--- src/rtl/mips_pkg.sv ---
// Shared definitions for the MIPS/DLX pipeline: datapath widths, load encodings
// and writeback-control bit positions.
package mips_pkg;

    localparam int unsigned DATA_W     = 32;
    localparam int unsigned REG_ADDR_W = 5;
    localparam int unsigned BYTE_W     = 8;
    localparam int unsigned HALF_W     = 16;

    // Load sub-type carried down the pipe with each memory instruction
    typedef enum logic [2:0] {
        LT_LW  = 3'd0,
        LT_LH  = 3'd1,
        LT_LHU = 3'd2,
        LT_LB  = 3'd3,
        LT_LBU = 3'd4
    } load_type_e;

    // Bit positions inside the 2-bit WB control bundle
    localparam int unsigned WB_REGWRITE = 1;
    localparam int unsigned WB_MEMTOREG = 0;

endpackage

--- src/rtl/load_align.sv ---
// Big-endian sub-word extraction and alignment check for a loaded word.
// Purely combinational so the store path can reuse it for lane selection.
module load_align
    import mips_pkg::*;
(
    input  logic [DATA_W-1:0] word_i,
    input  logic [1:0]        addr_i,
    input  logic [2:0]        load_type_i,
    output logic [DATA_W-1:0] data_o,
    output logic              misaligned_o
);

    logic [BYTE_W-1:0] byte_sel;
    logic [HALF_W-1:0] half_sel;

    // Pick the addressed byte and halfword; lane 0 is the most significant byte
    always_comb begin
        byte_sel = word_i[31:24];
        unique case (addr_i)
            2'd0: byte_sel = word_i[31:24];
            2'd1: byte_sel = word_i[23:16];
            2'd2: byte_sel = word_i[15:8];
            2'd3: byte_sel = word_i[7:0];
            default: byte_sel = word_i[31:24];
        endcase
        half_sel = addr_i[1] ? word_i[15:0] : word_i[31:16];
    end

    // Extend the selected lane; unknown encodings behave as LW
    always_comb begin
        data_o       = word_i;
        misaligned_o = (addr_i != 2'd0);
        case (load_type_i)
            LT_LH: begin
                data_o       = {{(DATA_W - HALF_W){half_sel[HALF_W-1]}}, half_sel};
                misaligned_o = addr_i[0];
            end
            LT_LHU: begin
                data_o       = {{(DATA_W - HALF_W){1'b0}}, half_sel};
                misaligned_o = addr_i[0];
            end
            LT_LB: begin
                data_o       = {{(DATA_W - BYTE_W){byte_sel[BYTE_W-1]}}, byte_sel};
                misaligned_o = 1'b0;
            end
            LT_LBU: begin
                data_o       = {{(DATA_W - BYTE_W){1'b0}}, byte_sel};
                misaligned_o = 1'b0;
            end
            default: begin
                data_o       = word_i;
                misaligned_o = (addr_i != 2'd0);
            end
        endcase
    end

endmodule

--- src/rtl/mem_wb_stage.sv ---
// MEM/WB pipeline register: captures load/ALU results, extracts sub-word loads,
// flags misaligned loads and drives the writeback and forwarding buses.
module mem_wb_stage #(
    parameter int unsigned DATA_W     = 32,
    parameter int unsigned REG_ADDR_W = 5,
    parameter int unsigned CNT_W      = 32
) (
    input  logic                  clock,
    input  logic                  reset,
    input  logic                  stall,
    input  logic                  flush,
    input  logic                  valid_in,
    input  logic [1:0]            WB_control,
    input  logic [2:0]            load_type,
    input  logic [DATA_W-1:0]     data_from_mem,
    input  logic [DATA_W-1:0]     data_from_ALU,
    input  logic [REG_ADDR_W-1:0] reg_write,
    input  logic                  exc_clear,
    output logic [1:0]            WB_control_out,
    output logic [DATA_W-1:0]     wb_data,
    output logic [REG_ADDR_W-1:0] reg_write_out,
    output logic                  valid_out,
    output logic                  fwd_en,
    output logic                  misalign,
    output logic [CNT_W-1:0]      retired
);

    import mips_pkg::*;

    logic                  memtoreg_in;
    logic                  regwrite_in;
    logic [DATA_W-1:0]     load_data;
    logic                  lane_misaligned;
    logic                  load_fault;

    logic [1:0]            wb_ctrl_q, wb_ctrl_d;
    logic [DATA_W-1:0]     wb_data_q, wb_data_d;
    logic [REG_ADDR_W-1:0] rd_q, rd_d;
    logic                  valid_q, valid_d;
    logic                  misalign_q, misalign_d;
    logic [CNT_W-1:0]      retired_q, retired_d;

    assign memtoreg_in = WB_control[WB_MEMTOREG];
    assign regwrite_in = WB_control[WB_REGWRITE];

    load_align u_load_align (
        .word_i       (data_from_mem),
        .addr_i       (data_from_ALU[1:0]),
        .load_type_i  (load_type),
        .data_o       (load_data),
        .misaligned_o (lane_misaligned)
    );

    // Only a real, valid load can fault; ALU results and stores never do
    assign load_fault = valid_in & memtoreg_in & lane_misaligned;

    // Next-state selection: flush > stall > capture
    always_comb begin
        wb_ctrl_d  = wb_ctrl_q;
        wb_data_d  = wb_data_q;
        rd_d       = rd_q;
        valid_d    = valid_q;
        misalign_d = misalign_q;
        retired_d  = retired_q;

        if (exc_clear) begin
            misalign_d = 1'b0;
        end

        if (flush) begin
            wb_ctrl_d = 2'b00;
            wb_data_d = '0;
            rd_d      = '0;
            valid_d   = 1'b0;
        end else if (!stall) begin
            valid_d = valid_in;
            rd_d    = reg_write;
            // Select on MemtoReg alone so an undriven memory bus cannot leak into ALU results
            wb_data_d = memtoreg_in ? load_data : data_from_ALU;
            if (valid_in) begin
                wb_ctrl_d = {regwrite_in & ~load_fault, memtoreg_in};
                retired_d = retired_q + CNT_W'(1);
            end else begin
                wb_ctrl_d = 2'b00;
            end
            // A new fault wins over a simultaneous clear
            if (load_fault) begin
                misalign_d = 1'b1;
            end
        end
    end

    // Pipeline state with asynchronous active-low reset
    always_ff @(posedge clock or negedge reset) begin
        if (!reset) begin
            wb_ctrl_q  <= 2'b00;
            wb_data_q  <= '0;
            rd_q       <= '0;
            valid_q    <= 1'b0;
            misalign_q <= 1'b0;
            retired_q  <= '0;
        end else begin
            wb_ctrl_q  <= wb_ctrl_d;
            wb_data_q  <= wb_data_d;
            rd_q       <= rd_d;
            valid_q    <= valid_d;
            misalign_q <= misalign_d;
            retired_q  <= retired_d;
        end
    end

    assign WB_control_out = wb_ctrl_q;
    assign wb_data        = wb_data_q;
    assign reg_write_out  = rd_q;
    assign valid_out      = valid_q;
    assign misalign       = misalign_q;
    assign retired        = retired_q;
    // Writes to $0 are never forwarded
    assign fwd_en = wb_ctrl_q[WB_REGWRITE] & valid_q & (rd_q != '0);

endmodule

--- config.mk ---
export PLATFORM = sky130hd
export DESIGN_NAME = mem_wb_stage
export DESIGN_NICKNAME = d
export VERILOG_FILES = /design/src/rtl/mips_pkg.sv /design/src/rtl/load_align.sv /design/src/rtl/mem_wb_stage.sv
export SDC_FILE = /design/constraint.sdc
export NUM_CORES = 1
export LEC_CHECK = 0
export BUFFER_PORTS_ARGS = -buffer_cell sky130_fd_sc_hd__buf_4
export CAP_MARGIN = 20
export CORE_UTILIZATION = 45
export DETAILED_ROUTE_END_ITERATION = 8
export PLACE_DENSITY_LB_ADDON = 0.1
export SYNTH_ARGS = -nofsm -noshare
export SYNTH_HDL_FRONTEND = slang
export SYNTH_SLANG_ARGS = --single-unit
--- constraint.sdc ---
create_clock -name clock -period 1.4 [get_ports clock]
set_clock_uncertainty 0.05 [all_clocks]
set_input_delay 0.07 -clock clock [delete_from_list [all_inputs] [get_ports clock]]
set_output_delay 0.07 -clock clock [all_outputs]
set_load 0.05 [all_outputs]
### After elaboration in Yosys (flattened, before gate mapping)

Cells that the tools add are included.

* flip-flop bits (word level): 73
* input bits: 80
* output and inout port bits: 74
* logic and storage cells: 47

* add/subtract/negate cells: 1
* equal/unequal tests: 8
* mux-type cells: 18
* bitwise logic cells: 8
* reduce and logical (&&, ||, !) cells: 6

Operators by type and width (number)
* one-hot mux 32 bit (4 select lines): 1
* 2-to-1 mux 32 bit: 3
* adder 32 x 1 -> 32 bit (second input constant): 1
* one-hot mux 8 bit (4 select lines): 1
* 2-to-1 mux 16 bit: 1
* 2-to-1 mux 5 bit: 2
* equality test 3 x 2 -> 1 bit (second input constant): 2
* 2-to-1 mux 1 bit: 6
* 2-to-1 mux 2 bit: 3
* AND 1 bit: 5
* nonzero test 5 bit: 1
* equality test 2 bit (second input constant): 2
* OR reduction 2 bit: 2
* equality test 3 x 1 -> 1 bit (second input constant): 1
* equality test 3 bit (second input constant): 1
* NOT 1 bit: 3
* AND reduction 3 bit: 1
* equality test 2 x 1 -> 1 bit (second input constant): 1
* logical NOT 2 bit: 1
* inequality test 2 x 1 -> 1 bit (second input constant): 1
* one-hot mux 1 bit (2 select lines): 1
* nonzero test 2 bit: 1

### Depth between registers and ports, before layout

Gate-level depths: netlist (run 1).

* word-level depth: 9
* depth in mapped cells: 6
* depth with buffers taken out: 5

### By module

A second synthesis (run 1) with hierarchy kept.

* cells, all modules: 475
* area, all modules: 4428.0 µm²

Modules (own cells, without submodules)
* mem_wb_stage: instances 1, cells an instance 334, area each 3450.8 µm², sequential area each 1826.8 µm²
* load_align: instances 1, cells an instance 141, area each 977.2 µm², sequential area each 0.0 µm²

### Worst setup path before layout (run 1)

Ideal clock, no wire load.

* kind: register to register
* from: register retired_q[11] (netlist: retired[11])
* to: register retired_q[20] (netlist: retired[20])
* arrival: 1720 ps
* path slack: -511 ps
* cell stages (with the launch flop): 6
* period minus slack after synthesis: 1911 ps
* cell sequence: dfrtp_1 nand4_2 nor4_2 buf_4 nand4_1 xnor2_1

* word-level cells in the longest chain between the ends: 1

RTL lines
* from (decl): RTL line mem_wb_stage.sv:41 `logic [CNT_W-1:0] retired_q, retired_d;`
* from (signal assigned): RTL line mem_wb_stage.sv:108 `retired_q <= retired_d;`
* adder 32 x 1 -> 32 bit: RTL line mem_wb_stage.sv:82 `retired_d = retired_q + CNT_W'(1);`

No other way between the ends.
A chain may end at the register's enable or synchronous reset.

### Final worst setup path (run 1)

* from: register rd_q[1] (netlist: reg_write_out[1])
* to: output fwd_en

* word-level cells in the longest chain between the ends: 2

RTL lines
* from (decl): RTL line mem_wb_stage.sv:38 `logic [REG_ADDR_W-1:0] rd_q, rd_d;`
* from (signal assigned): RTL line mem_wb_stage.sv:105 `rd_q <= rd_d;`
* nonzero test 5 bit: RTL line mem_wb_stage.sv:119 `assign fwd_en = wb_ctrl_q[WB_REGWRITE] & valid_q & (rd_q != '0);`
* AND 1 bit: RTL line mem_wb_stage.sv:119
* to (decl): RTL line mem_wb_stage.sv:23 `output logic fwd_en,`

No other way between the ends.

==> impl_metrics.py, run 1 <==
metrics = {
    "cts": {
        "clk_pin_slew_ps": 80,
        "cts_tree": "yes",
        "cts_made_buffers": 9,
        "clk_latency_ps": 350,
        "clock-sinks": 73,
        "htreeDepth": 3,
        "cts_buffer_depth": 2,
        "cts_root_buf": "clkbuf_8",
    },
    "final_layout": {
        "stdcell_area_mm2": 0.00720,
        "n_antenna_cell": 0,
        "final_common_cell": "buf_4",
        "multi_input_area_mm2": 0.00237,
        "drive_gt1_share_pct": 52.5,
        "layout_common_cells": "buf_4, dlygate4sd3_1, dfrtp_1",
        "nFillCells": 532,
        "fin_cells": 799,
        "seqCellArea_mm2": 0.00186,
        "syn2layout_area_growth_pct": 71.3,
        "finish.net_count": 767,
    },
    "floorplanning": {
        "coreArea_mm2": 0.00889,
        "pin_count": 154,
        "die_y_um": 98.6,
        "die_x_um": 98.6,
        "start_util_pct": 47.2,
        "fp-row-count": 34,
        "die_area_mm2": 0.00972,
    },
    "global_route": {
        "overflow": 0,
        "antenna_found_initial": 0,
        "grt_max_degree": 31,
        "first_global_vias": 4745,
        "grt_pass1_wl_um": 23900,
        "gr-usage-all-layers_pct": 31.6,
    },
    "synthesis": {
        "ys.flop_type": "dfrtp_1",
        "syn-num-nets": 477,
        "async_reset_ff_share_pct": 100,
        "ys_seq_area_share_pct": 43.5,
        "synth_largest_area_cell": "dfrtp_1",
        "ys_ff_latch": 73,
        "yosys_warnings": 0,
        "synth-edff-count": 0,
        "synth_top_cell_area_share_pct": 43.5,
        "syn_area_mm2": 0.00420,
        "yosys-top-cells-area": "dfrtp_1, xnor2_1, a22oi_1",
        "syn_avg_cell_area_um2": 10.6,
        "netlist_instances": 396,
        "ys_types": 59,
    },
    "power": {
        "peakVddDrop_mv": 0.545,
        "leakage_nw": 3.39,
        "power_density_mw_per_mm2": 923,
    },
    "routing": {
        "wl_met2_um": 8020,
        "routed_wl_um": 15300,
        "vias": 4595,
        "dr.pass1.iters": 5,
        "wl_met1_um": 5910,
        "drt-wirelength-per-cell_um": 19.1,
        "drtAntennaViolNets": 0,
        "routed_via_density": 5.75,
        "top_layer": "met4",
        "dr_wl_met3_um": 824,
        "drt_iter0_drc": 270,
        "drc": 0,
    },
    "setup_path": {
        "r2r_cells": 6,
        "critical_path_class": "flop to output pin",
        "regToRegEndpoint": "retired[10]$_DFFE_PN0P_",
        "crit_fanout": 2,
        "worstPathArrival_ps": 1600,
        "r2r_slack_ps": -250,
        "r2r_start": "retired[1]$_DFFE_PN0P_",
        "cp-end-kind": "output pin",
        "crit_required_ps": 1280,
        "start_kind": "flop",
    },
    "run_status": {
        "status": "finished, violations left",
        "failed_checks": "setup timing",
    },
    "timing": {
        "timing.fmax_mhz": 582,
        "setup_viol": 22,
        "worst_pin_slew_ps": 759,
        "rsz0062_at_grt": "yes",
        "finalHoldViolCount": 0,
        "fin_ws_ps": -318,
        "post-route-period-util_pct": 123,
        "post-route-min-period_ps": 1720,
        "maxSlewHeadroom_pct": 49.2,
        "drv_slew": 0,
    },
    "place": {
        "dpl.hpwl_um": 10100,
        "place_congestion": 0.949,
        "io_buffers": 153,
        "placedCellCount": 703,
        "dpl_cell_area_mm2": 0.00602,
    },
    "worst_hold_path": {
        "holdCritPathClass": "input pin to flop",
        "holdPathEnd": "wb_data[15]$_DFFE_PN0P_",
        "hp-start": "data_from_mem[15]",
        "min_path_cells": 3,
    },
    "run": {
        "cap_violations": 0,
    },
}
## flip-flops by register name, summed over array words and instances, names as in the netlist
signal / count
retired: 32
WB_control_out: 2
wb_data: 32
reg_write_out: 5
valid_out: 1
misalign: 1
## worst max-delay path by stage
stage,endpoint,start
after detailed placement,wb_data[10]$_DFFE_PN0P_,load_type[1]
after floorplan,retired[20]$_DFFE_PN0P_,retired[0]$_DFFE_PN0P_
after global routing,fwd_en,reg_write_out[1]$_DFFE_PN0P_
final,fwd_en,reg_write_out[1]$_DFFE_PN0P_
after CTS,fwd_en,reg_write_out[1]$_DFFE_PN0P_
after global placement,wb_data[13]$_DFFE_PN0P_,load_type[1]
## cells in the mapped netlist, types with 8 or more instances
cell      instances
a221oi_1         15
o21ai_0          20
nand4_1          15
clkbuf_1         10
and3_1            9
nand2_1          19
dfrtp_1          73
nor2_1           32
a22oi_1          25
nand3_1           9
mux2_2            8
o21ai_2          10
xnor2_1          26
## cell type report
| class | count | area share [%] |
|---|---|---|
| clock buffer | 10 | 1.77 |
| inverter | 7 | 0.365 |
| tap | 108 | 1.88 |
| multi-input combinational | 287 | 33.0 |
| sequential | 73 | 25.8 |
| timing repair buffer | 308 | 35.6 |
| clock inverter | 6 | 1.60 |
## layer usage
| layer | up-vias | GRT usage (%) |
|---|---|---|
| met1 | 2271 | 37.7 |
| met3 | 47 | 5.96 |
| li1 | 2071 | - |
| met2 | 206 | 55.9 |
| met5 | - | 0 |
| met4 | 0 | 13.9 |
## per-stage QoR
stage / worst slack (ps) / hold WS, ps / setup TNS [ps] / utilization [%] / power, mW
after floorplan: -273 / -276 / -5180 / - / 3.47
after global placement: -85.8 / -59.8 / -1120 / 67.7 / 4.30
after detailed placement: -160 / -56.5 / -1930 / 67.7 / 4.35
after CTS: -341 / 7.06 / -1070 / 79.1 / 6.58
after global routing: -357 / 39.1 / -3920 / 80.9 / 6.88
final: -318 / 18.2 / -2440 / 80.9 / 6.64
## critical path, stage by stage, from the launching register on
cell	delay, ps
dfrtp_2	400
or3_4	380
o311a_4	310
buf_8	150
## kinds of logic (layout without fill, tap and decap cells)
family / Yosys count / in the layout / synth area share, %
xor gates and xnor gates: 32 / 32 / 6.67
and+or+nand+nor: 125 / 125 / 16.9
adders and majority gates: 1 / 1 / 0.298
muxes: 23 / 23 / 8.40
AOI/OAI and AO/OA: 106 / 106 / 19.2
buffers and inverters: 36 / 331 / 5.03
DFF: 73 / 73 / 43.5
## timing repair
item                                    CTS  global route
hold buffers                             61             0
endpoints found under the setup margin   20            42
buffers inserted                         12             8
resized for setup                        17            26
endpoints found under the hold margin   108             0
cloned                                    1             0
pin swaps                                13            25
## power breakdown
group / internal [mW] / leakage [nW] / switching [mW]
clock network: 1.20 / 0.117 / 0.886
logic: 0.942 / 2.33 / 1.22
registers: 2.27 / 0.941 / 0.124
Power figures use the tool's default switching activity.
==> run 2, diff against run 1 <==
--- a/config.mk
+++ b/config.mk
@@ -10,6 +10,7 @@
 export CORE_UTILIZATION = 45
 export DETAILED_ROUTE_END_ITERATION = 8
 export PLACE_DENSITY_LB_ADDON = 0.1
+export SETUP_SLACK_MARGIN = 0.5
 export SYNTH_ARGS = -nofsm -noshare
 export SYNTH_HDL_FRONTEND = slang
 export SYNTH_SLANG_ARGS = --single-unit
==> run 2 against run 1 <==
Synthesized area unchanged. The flow now stops in global routing (5_1_grt). Synthesized cell count stayed put.
==> impl_metrics.py, run 2 <==
metrics = {
    "synthesis": {
        "ys_seq_area_share_pct": 43.5,
        "ys_types": 59,
        "syn_avg_cell_area_um2": 10.6,
        "syn-num-nets": 477,
        "yosys_warnings": 0,
        "yosys-top-cells-area": "dfrtp_1, xnor2_1, a22oi_1",
        "synth-edff-count": 0,
        "ys_ff_latch": 73,
        "netlist_instances": 396,
        "yosys-top-cells-count": "dfrtp_1, nor2_1, xnor2_1, a22oi_1, o21ai_0",
        "synth_largest_area_cell": "dfrtp_1",
        "yosysMostFrequentCell": "dfrtp_1",
        "syn_area_mm2": 0.00420,
        "synth_top_cell_area_share_pct": 43.5,
        "ys.flop_type": "dfrtp_1",
        "async_reset_ff_share_pct": 100,
    },
    "floorplanning": {
        "start_util_pct": 47.2,
        "fp-row-count": 34,
        "die_x_um": 98.6,
        "pin_count": 154,
        "die_y_um": 98.6,
    },
    "cts": {
        "cts_root_buf": "clkbuf_8",
        "htreeDepth": 3,
        "cts_made_buffers": 9,
        "cts_buffer_depth": 2,
        "clock-sinks": 73,
    },
    "place": {
        "io_buffers": 153,
        "dpl.hpwl_um": 9910,
        "place_congestion": 0.927,
        "placedCellCount": 690,
        "pre_cts_ws_ps": -143,
    },
    "timing": {
        "worst_endpoint": "retired[25]$_DFFE_PN0P_/D",
        "worst-ep-kind": "register input",
    },
    "run_status": {
        "failed_stage": "global routing (5_1_grt)",
        "error": "[ERROR DPL-0038] Utilization greater than 100%, impossible to legalize",
        "status": "did not finish",
    },
    "global_route": {
        "grt_max_degree": 47,
    },
}
run 2: through the flow:
stage                     hold WS, ps  area (µm²)  setup TNS [ps]
after floorplan                  -276        4560           -5190
after global placement          -10.2        6090            -547
after detailed placement        -8.89        6090           -1410
after CTS                       -2.74        8090           -1980
run 2: cells by family after synthesis:
logic type | Yosys count | synth area share (%)
AO/OA/AOI/OAI | 106 | 19.2
AND/OR/NAND/NOR | 125 | 16.9
flip-flops | 73 | 43.5
XOR/XNOR | 32 | 6.67
multiplexers | 23 | 8.40
adder cells (fa/ha/maj) | 1 | 0.298
buffers and inverters | 36 | 5.03
run 2: timing repair:
action	in CTS
cloned	5
endpoints found under the setup margin	139
resized for setup	218
hold buffers	59
endpoints found under the hold margin	107
buffers inserted	39
pin swaps	53
==> run 3, diff against run 2 <==
--- a/config.mk
+++ b/config.mk
@@ -7,10 +7,9 @@
 export LEC_CHECK = 0
 export BUFFER_PORTS_ARGS = -buffer_cell sky130_fd_sc_hd__buf_4
 export CAP_MARGIN = 20
-export CORE_UTILIZATION = 45
+export CORE_UTILIZATION = 35
 export DETAILED_ROUTE_END_ITERATION = 8
-export PLACE_DENSITY_LB_ADDON = 0.1
-export SETUP_SLACK_MARGIN = 0.5
+export PLACE_DENSITY_LB_ADDON = 0.15
 export SYNTH_ARGS = -nofsm -noshare
 export SYNTH_HDL_FRONTEND = slang
 export SYNTH_SLANG_ARGS = --single-unit
==> constraint.sdc (replaced) <==
create_clock -name clock -period 1.8 [get_ports clock]
set_clock_uncertainty 0.05 [all_clocks]
set_input_delay 0.09 -clock clock [delete_from_list [all_inputs] [get_ports clock]]
set_output_delay 0.09 -clock clock [all_outputs]
set_load 0.05 [all_outputs]
==> run 3 against run 2 <==
The flow now finishes, with violations (DRC).
==> impl_metrics.py, run 3 (same netlist as run 1, synthesis figures left out) <==
metrics = {
    "worst_hold_path": {
        "holdCritPathClass": "input pin to flop",
        "min_path_cells": 3,
        "hp-start": "data_from_mem[29]",
        "holdPathEnd": "wb_data[29]$_DFFE_PN0P_",
    },
    "global_route": {
        "antenna_found_initial": 0,
        "overflow": 0,
        "first_global_vias": 4040,
        "gr-usage-all-layers_pct": 21.7,
        "grt_max_degree": 51,
        "grt_pass1_wl_um": 21300,
    },
    "final_layout": {
        "fin_cells": 741,
        "drive_gt1_share_pct": 41.3,
        "syn2layout_area_growth_pct": 48.5,
        "final_common_cell": "buf_4",
        "finish.net_count": 674,
        "nFillCells": 1075,
        "layout_common_cells": "buf_4, dfrtp_1, dlygate4sd3_1",
        "n_antenna_cell": 0,
    },
    "power": {
        "peakVddDrop_mv": 0.361,
        "combPwrFrac_pct": 28.4,
        "leakage_nw": 2.86,
        "power_frac_clock_pct": 33.5,
        "p_int_mw": 3.25,
        "power_density_mw_per_mm2": 790,
        "p_switching_mw": 1.68,
        "seqPwrFrac_pct": 38.1,
        "swShare_pct": 34.0,
    },
    "place": {
        "placedCellCount": 681,
        "io_buffers": 153,
        "place_congestion": 0.893,
        "dpl.hpwl_um": 9710,
    },
    "run": {
        "cap_violations": 0,
    },
    "cts": {
        "clk_latency_ps": 330,
        "clk_pin_slew_ps": 60,
        "cts_made_buffers": 9,
        "cts_tree": "yes",
        "cts_resized": 0,
        "htreeDepth": 3,
        "cts_buffer_depth": 2,
        "clock-sinks": 73,
        "cts_root_buf": "clkbuf_16",
    },
    "routing": {
        "drtAntennaViolNets": 0,
        "routed_via_density": 5.36,
        "drt_iter0_drc": 263,
        "drc": 9,
        "dr.pass1.iters": 7,
        "drt-wirelength-per-cell_um": 17.8,
        "routed_wl_um": 13200,
        "vias": 3972,
    },
    "setup_path": {
        "r2r_slack_ps": 200,
        "crit_fanout": 3,
        "timing.critical_path.buf_inv": 1,
        "r2r_start": "retired[10]$_DFFE_PN0P_",
        "slowest_delay_ps": 390,
        "worstPathArrival_ps": 1590,
        "start_kind": "flop",
        "crit_required_ps": 1660,
        "regToRegEndpoint": "retired[19]$_DFFE_PN0P_",
        "r2r_cells": 5,
        "crit_slowest_cell": "dfrtp_1",
        "cp_top_family": "flip-flops",
        "cp-end-kind": "output pin",
        "crit_chain": "or3_1, o311a_1, buf_4",
        "critical_path_class": "flop to output pin",
    },
    "floorplanning": {
        "start_util_pct": 36.3,
        "die_y_um": 112,
        "die_x_um": 112,
        "coreArea_mm2": 0.0116,
        "pin_count": 154,
        "die_area_mm2": 0.0124,
        "fp-row-count": 39,
    },
    "timing": {
        "timing.fmax_mhz": 579,
        "setup_tns_ps": 0,
        "setup_viol": 0,
        "rsz0062_at_grt": "no",
        "drv_slew": 0,
        "post-route-period-util_pct": 95.9,
        "worst_pin_slew_ps": 500,
        "maxSlewHeadroom_pct": 66.6,
        "post-route-min-period_ps": 1730,
        "finalHoldViolCount": 0,
    },
    "run_status": {
        "failed_checks": "DRC",
        "status": "finished, violations left",
    },
}
-- run 3: layout make-up --
type / count / area [µm²] / area share [%]
inverter: 7 / 26.3 / 0.421
sequential: 73 / 1840 / 29.6
multi-input combinational: 287 / 2170 / 34.8
clock buffer: 10 / 229 / 3.67
clock inverter: 6 / 42.5 / 0.682
timing repair buffer: 215 / 1750 / 28.0
tap: 143 / 179 / 2.87
-- run 3: layer usage --
metal / part of all wire, % / vias to the layer above / track usage [%]
li1: - / 1889 / -
met1: 46 / 1939 / 29.4
met2: 48 / 134 / 35.6
met3: 5.5 / 10 / 4.19
met4: 1.1 / 0 / 5.77
met5: 0 / - / 0
-- run 3: power groups by stage --
stage	sequential (mW)	combinational [mW]	clock, mW
2_1_floorplan	2.30	0.392	0
3_3_place_gp	1.90	1.30	0
3_5_place_dp	1.91	1.31	0
4_1_cts	1.88	1.40	1.71
5_1_grt	1.90	1.48	1.77
6_report	1.88	1.40	1.65
-- run 3: what timing repair did --
| item | CTS | global route |
|---|---|---|
| endpoints found under the hold margin | 88 | 0 |
| endpoints found under the setup margin | 0 | 1 |
| hold buffers | 43 | 0 |
| buffers inserted | 0 | 1 |
-- run 3: metrics by stage --
stage	instance area, µm²	setup WS [ps]	utilization [%]	power, mW	hold slack [ps]
5_1_grt	6240	3.34	53.9	5.15	17.8
6_report	6240	73.6	53.9	4.93	11.4
4_1_cts	6230	39.9	53.9	4.98	1.14
2_1_floorplan	4220	12.0	-	2.70	-256
3_5_place_dp	5530	187	47.8	3.22	-21.8
3_3_place_gp	5530	213	47.8	3.20	-18.6
-- run 3: worst max path at each step --
stage / from / to / cells after the start / slack (ps)
final: reg_write_out[1]$_DFFE_PN0P_ / fwd_en / 3 / 70
after CTS: reg_write_out[1]$_DFFE_PN0P_ / fwd_en / 3 / 40
after global routing: data_from_ALU[1] / wb_data[30]$_DFFE_PN0P_ / 7 / 3
after detailed placement: load_type[1] / wb_data[6]$_DFFE_PN0P_ / 6 / 190
after floorplan: retired[9]$_DFFE_PN0P_ / retired[28]$_DFFE_PN0P_ / 5 / 10
after global placement: load_type[1] / wb_data[6]$_DFFE_PN0P_ / 6 / 210
-- run 3: worst reg2reg max path, stage by stage, from the launching register on --
cell and delay (ps):
dfrtp_2 420, nand4_2 210, nor4_2 300, buf_4 220
nand3_1 110, xnor2_1 160
==> run 4, diff against run 3 <==
--- a/config.mk
+++ b/config.mk
@@ -9,6 +9,7 @@
 export CAP_MARGIN = 20
 export CORE_UTILIZATION = 35
 export DETAILED_ROUTE_END_ITERATION = 8
+export GPL_TIMING_DRIVEN = 0
 export PLACE_DENSITY_LB_ADDON = 0.15
 export SYNTH_ARGS = -nofsm -noshare
 export SYNTH_HDL_FRONTEND = slang
==> constraint.sdc (replaced) <==
create_clock -name clock -period 1.9 [get_ports clock]
set_clock_uncertainty 0.05 [all_clocks]
set_input_delay 0.095 -clock clock [delete_from_list [all_inputs] [get_ports clock]]
set_output_delay 0.095 -clock clock [all_outputs]
set_load 0.05 [all_outputs]
==> run 4 against run 3 <==
Critical path type is now input pin to flop. Register-to-register slack worse by 20 ps. Global-route usage up 0.88 points. Routed wire length up 2.1%. Largest power group is now the clock network. Clock-buffer cell count up 1. The flow still finishes with violations (DRC).
==> impl_metrics.py, run 4 (same netlist as run 1, synthesis figures left out) <==
metrics = {
    "setup_path": {
        "worstPathArrival_ps": 1950,
        "crit_fanout": 10,
        "cp_top_family": "buffers and inverters",
        "r2r_start": "retired[0]$_DFFE_PN0P_",
        "r2r_slack_ps": 180,
        "critical_path_class": "input pin to flop",
        "crit_chain": "dlygate4sd3_1, buf_4, mux2i_4, o22ai_4, o311ai_4, buf_6, o21ai_2",
        "critPathLaunch": "data_from_mem[23]",
        "start_kind": "input pin",
        "cp-end-kind": "flop",
        "slowest_delay_ps": 540,
        "timing.critical_path.buf_inv": 3,
        "crit_required_ps": 2070,
        "crit_slowest_cell": "dlygate4sd3_1",
    },
    "place": {
        "dpl.hpwl_um": 9740,
        "io_buffers": 149,
        "place_congestion": 0.841,
    },
    "timing": {
        "post-route-period-util_pct": 93.9,
        "drv_slew": 0,
        "worst_pin_slew_ps": 1030,
        "hold_slack_ps": 15.8,
        "timing.fmax_mhz": 561,
        "setup_tns_ps": 0,
        "post-route-min-period_ps": 1780,
        "rsz0062_at_grt": "no",
        "finalHoldViolCount": 0,
        "setup_viol": 0,
        "maxSlewHeadroom_pct": 31.0,
    },
    "floorplanning": {
        "die_area_mm2": 0.0124,
        "coreArea_mm2": 0.0116,
        "pin_count": 154,
        "die_y_um": 112,
        "fp-row-count": 39,
        "start_util_pct": 36.3,
        "die_x_um": 112,
    },
    "cts": {
        "cts_tree": "yes",
        "clk_pin_slew_ps": 50,
        "cts_buffer_depth": 2,
        "htreeDepth": 3,
        "cts_made_buffers": 9,
        "clock-sinks": 73,
        "postCtsSetupRepairBufs": 0,
        "cts_root_buf": "clkbuf_16",
        "clk_latency_ps": 340,
    },
    "run_status": {
        "failed_checks": "DRC",
        "status": "finished, violations left",
    },
    "routing": {
        "drc": 9,
        "vias": 4030,
        "routed_via_density": 5.41,
        "drt-wirelength-per-cell_um": 18.1,
        "dr.pass1.iters": 7,
        "routed_wl_um": 13500,
        "drtAntennaViolNets": 0,
        "drt_iter0_drc": 278,
    },
    "final_layout": {
        "final_common_cell": "buf_4",
        "drive_gt1_share_pct": 38.0,
        "syn2layout_area_growth_pct": 49.0,
        "finish.net_count": 678,
        "layout_common_cells": "buf_4, dfrtp_1, dlygate4sd3_1",
        "n_antenna_cell": 0,
    },
    "worst_hold_path": {
        "holdCritPathClass": "input pin to flop",
        "hp-start": "data_from_mem[17]",
    },
    "global_route": {
        "first_global_vias": 3883,
        "gr-usage-all-layers_pct": 22.6,
        "grt_max_degree": 74,
        "overflow": 0,
        "antenna_found_initial": 0,
        "grt_pass1_wl_um": 21500,
    },
    "power": {
        "power_mw": 5.05,
        "peakVddDrop_mv": 0.426,
        "power_density_mw_per_mm2": 806,
        "leakage_nw": 2.86,
    },
    "run": {
        "cap_violations": 0,
    },
}
run 4: cell types whose count changed in the layout (fill, tap and decap cells not counted), moves of 2 or more:
cell and change:
buf_2 +7, clkinvlp_4 -2, buf_4 -17, bufinv_16 +3, dfrtp_2 -12, buf_6 +7
dlygate4sd3_1 -2, buf_12 -2, dfrtp_1 +12, nor4_1 -2, nor4_2 +2, clkbuf_1 +11
run 4: worst min-delay path: stages:
cell     delay [ps]
buf_4           100
nor2_1           40
o21ai_0         130
run 4: what timing repair did:
action,CTS,global route
hold buffers,41,0
endpoints found under the hold margin,104,0
gates resized for setup,0,2
endpoints found under the setup margin,0,8
run 4: per-layer routing:
layer	GRT usage, %	wire (µm)
met1	32.5	6190
met2	33.6	6140
met3	3.76	834
met4	9.55	281
met5	0	0
run 4: path summary, 6_finish.rpt:
path | cells after the start | end
min in group asynchronous | 2 | wb_data[19]$_DFFE_PN0P_
min | 3 | wb_data[17]$_DFFE_PN0P_
min reg2reg | 1 | retired[31]$_DFFE_PN0P_
max reg2reg | 6 | retired[16]$_DFFE_PN0P_
max in group asynchronous | 2 | retired[11]$_DFFE_PN0P_
max | 7 | wb_data[20]$_DFFE_PN0P_
run 4: area by class of cell:
type	count	area, µm²
Clock inverter	5	104
Tap cell	143	179
Inverter	7	26.3
Sequential cell	73	1830
Timing Repair Buffer	190	1530
Fill cell	1053	5310
Clock buffer	11	233
Buffer	29	185
Multi-Input combinational cell	287	2170
run 4: report_power, final:
part	total, mW	internal, mW	switching [mW]
sequential	1.77	1.67	0.101
clock	1.96	1.28	0.680
combinational	1.32	0.508	0.808
total	5.05	3.46	1.59
run 4: per-stage QoR:
step                util (%)  setup slack, ps  cell area, µm²  cells
global placement        47.6            -13.8            5500    688
global route            54.1             37.5            6260    745
CTS                     54.0              110            6250    745
floorplan                  -             22.8            4200    396
finish                  54.1              116            6260    745
detailed placement      47.6             2.83            5500    688
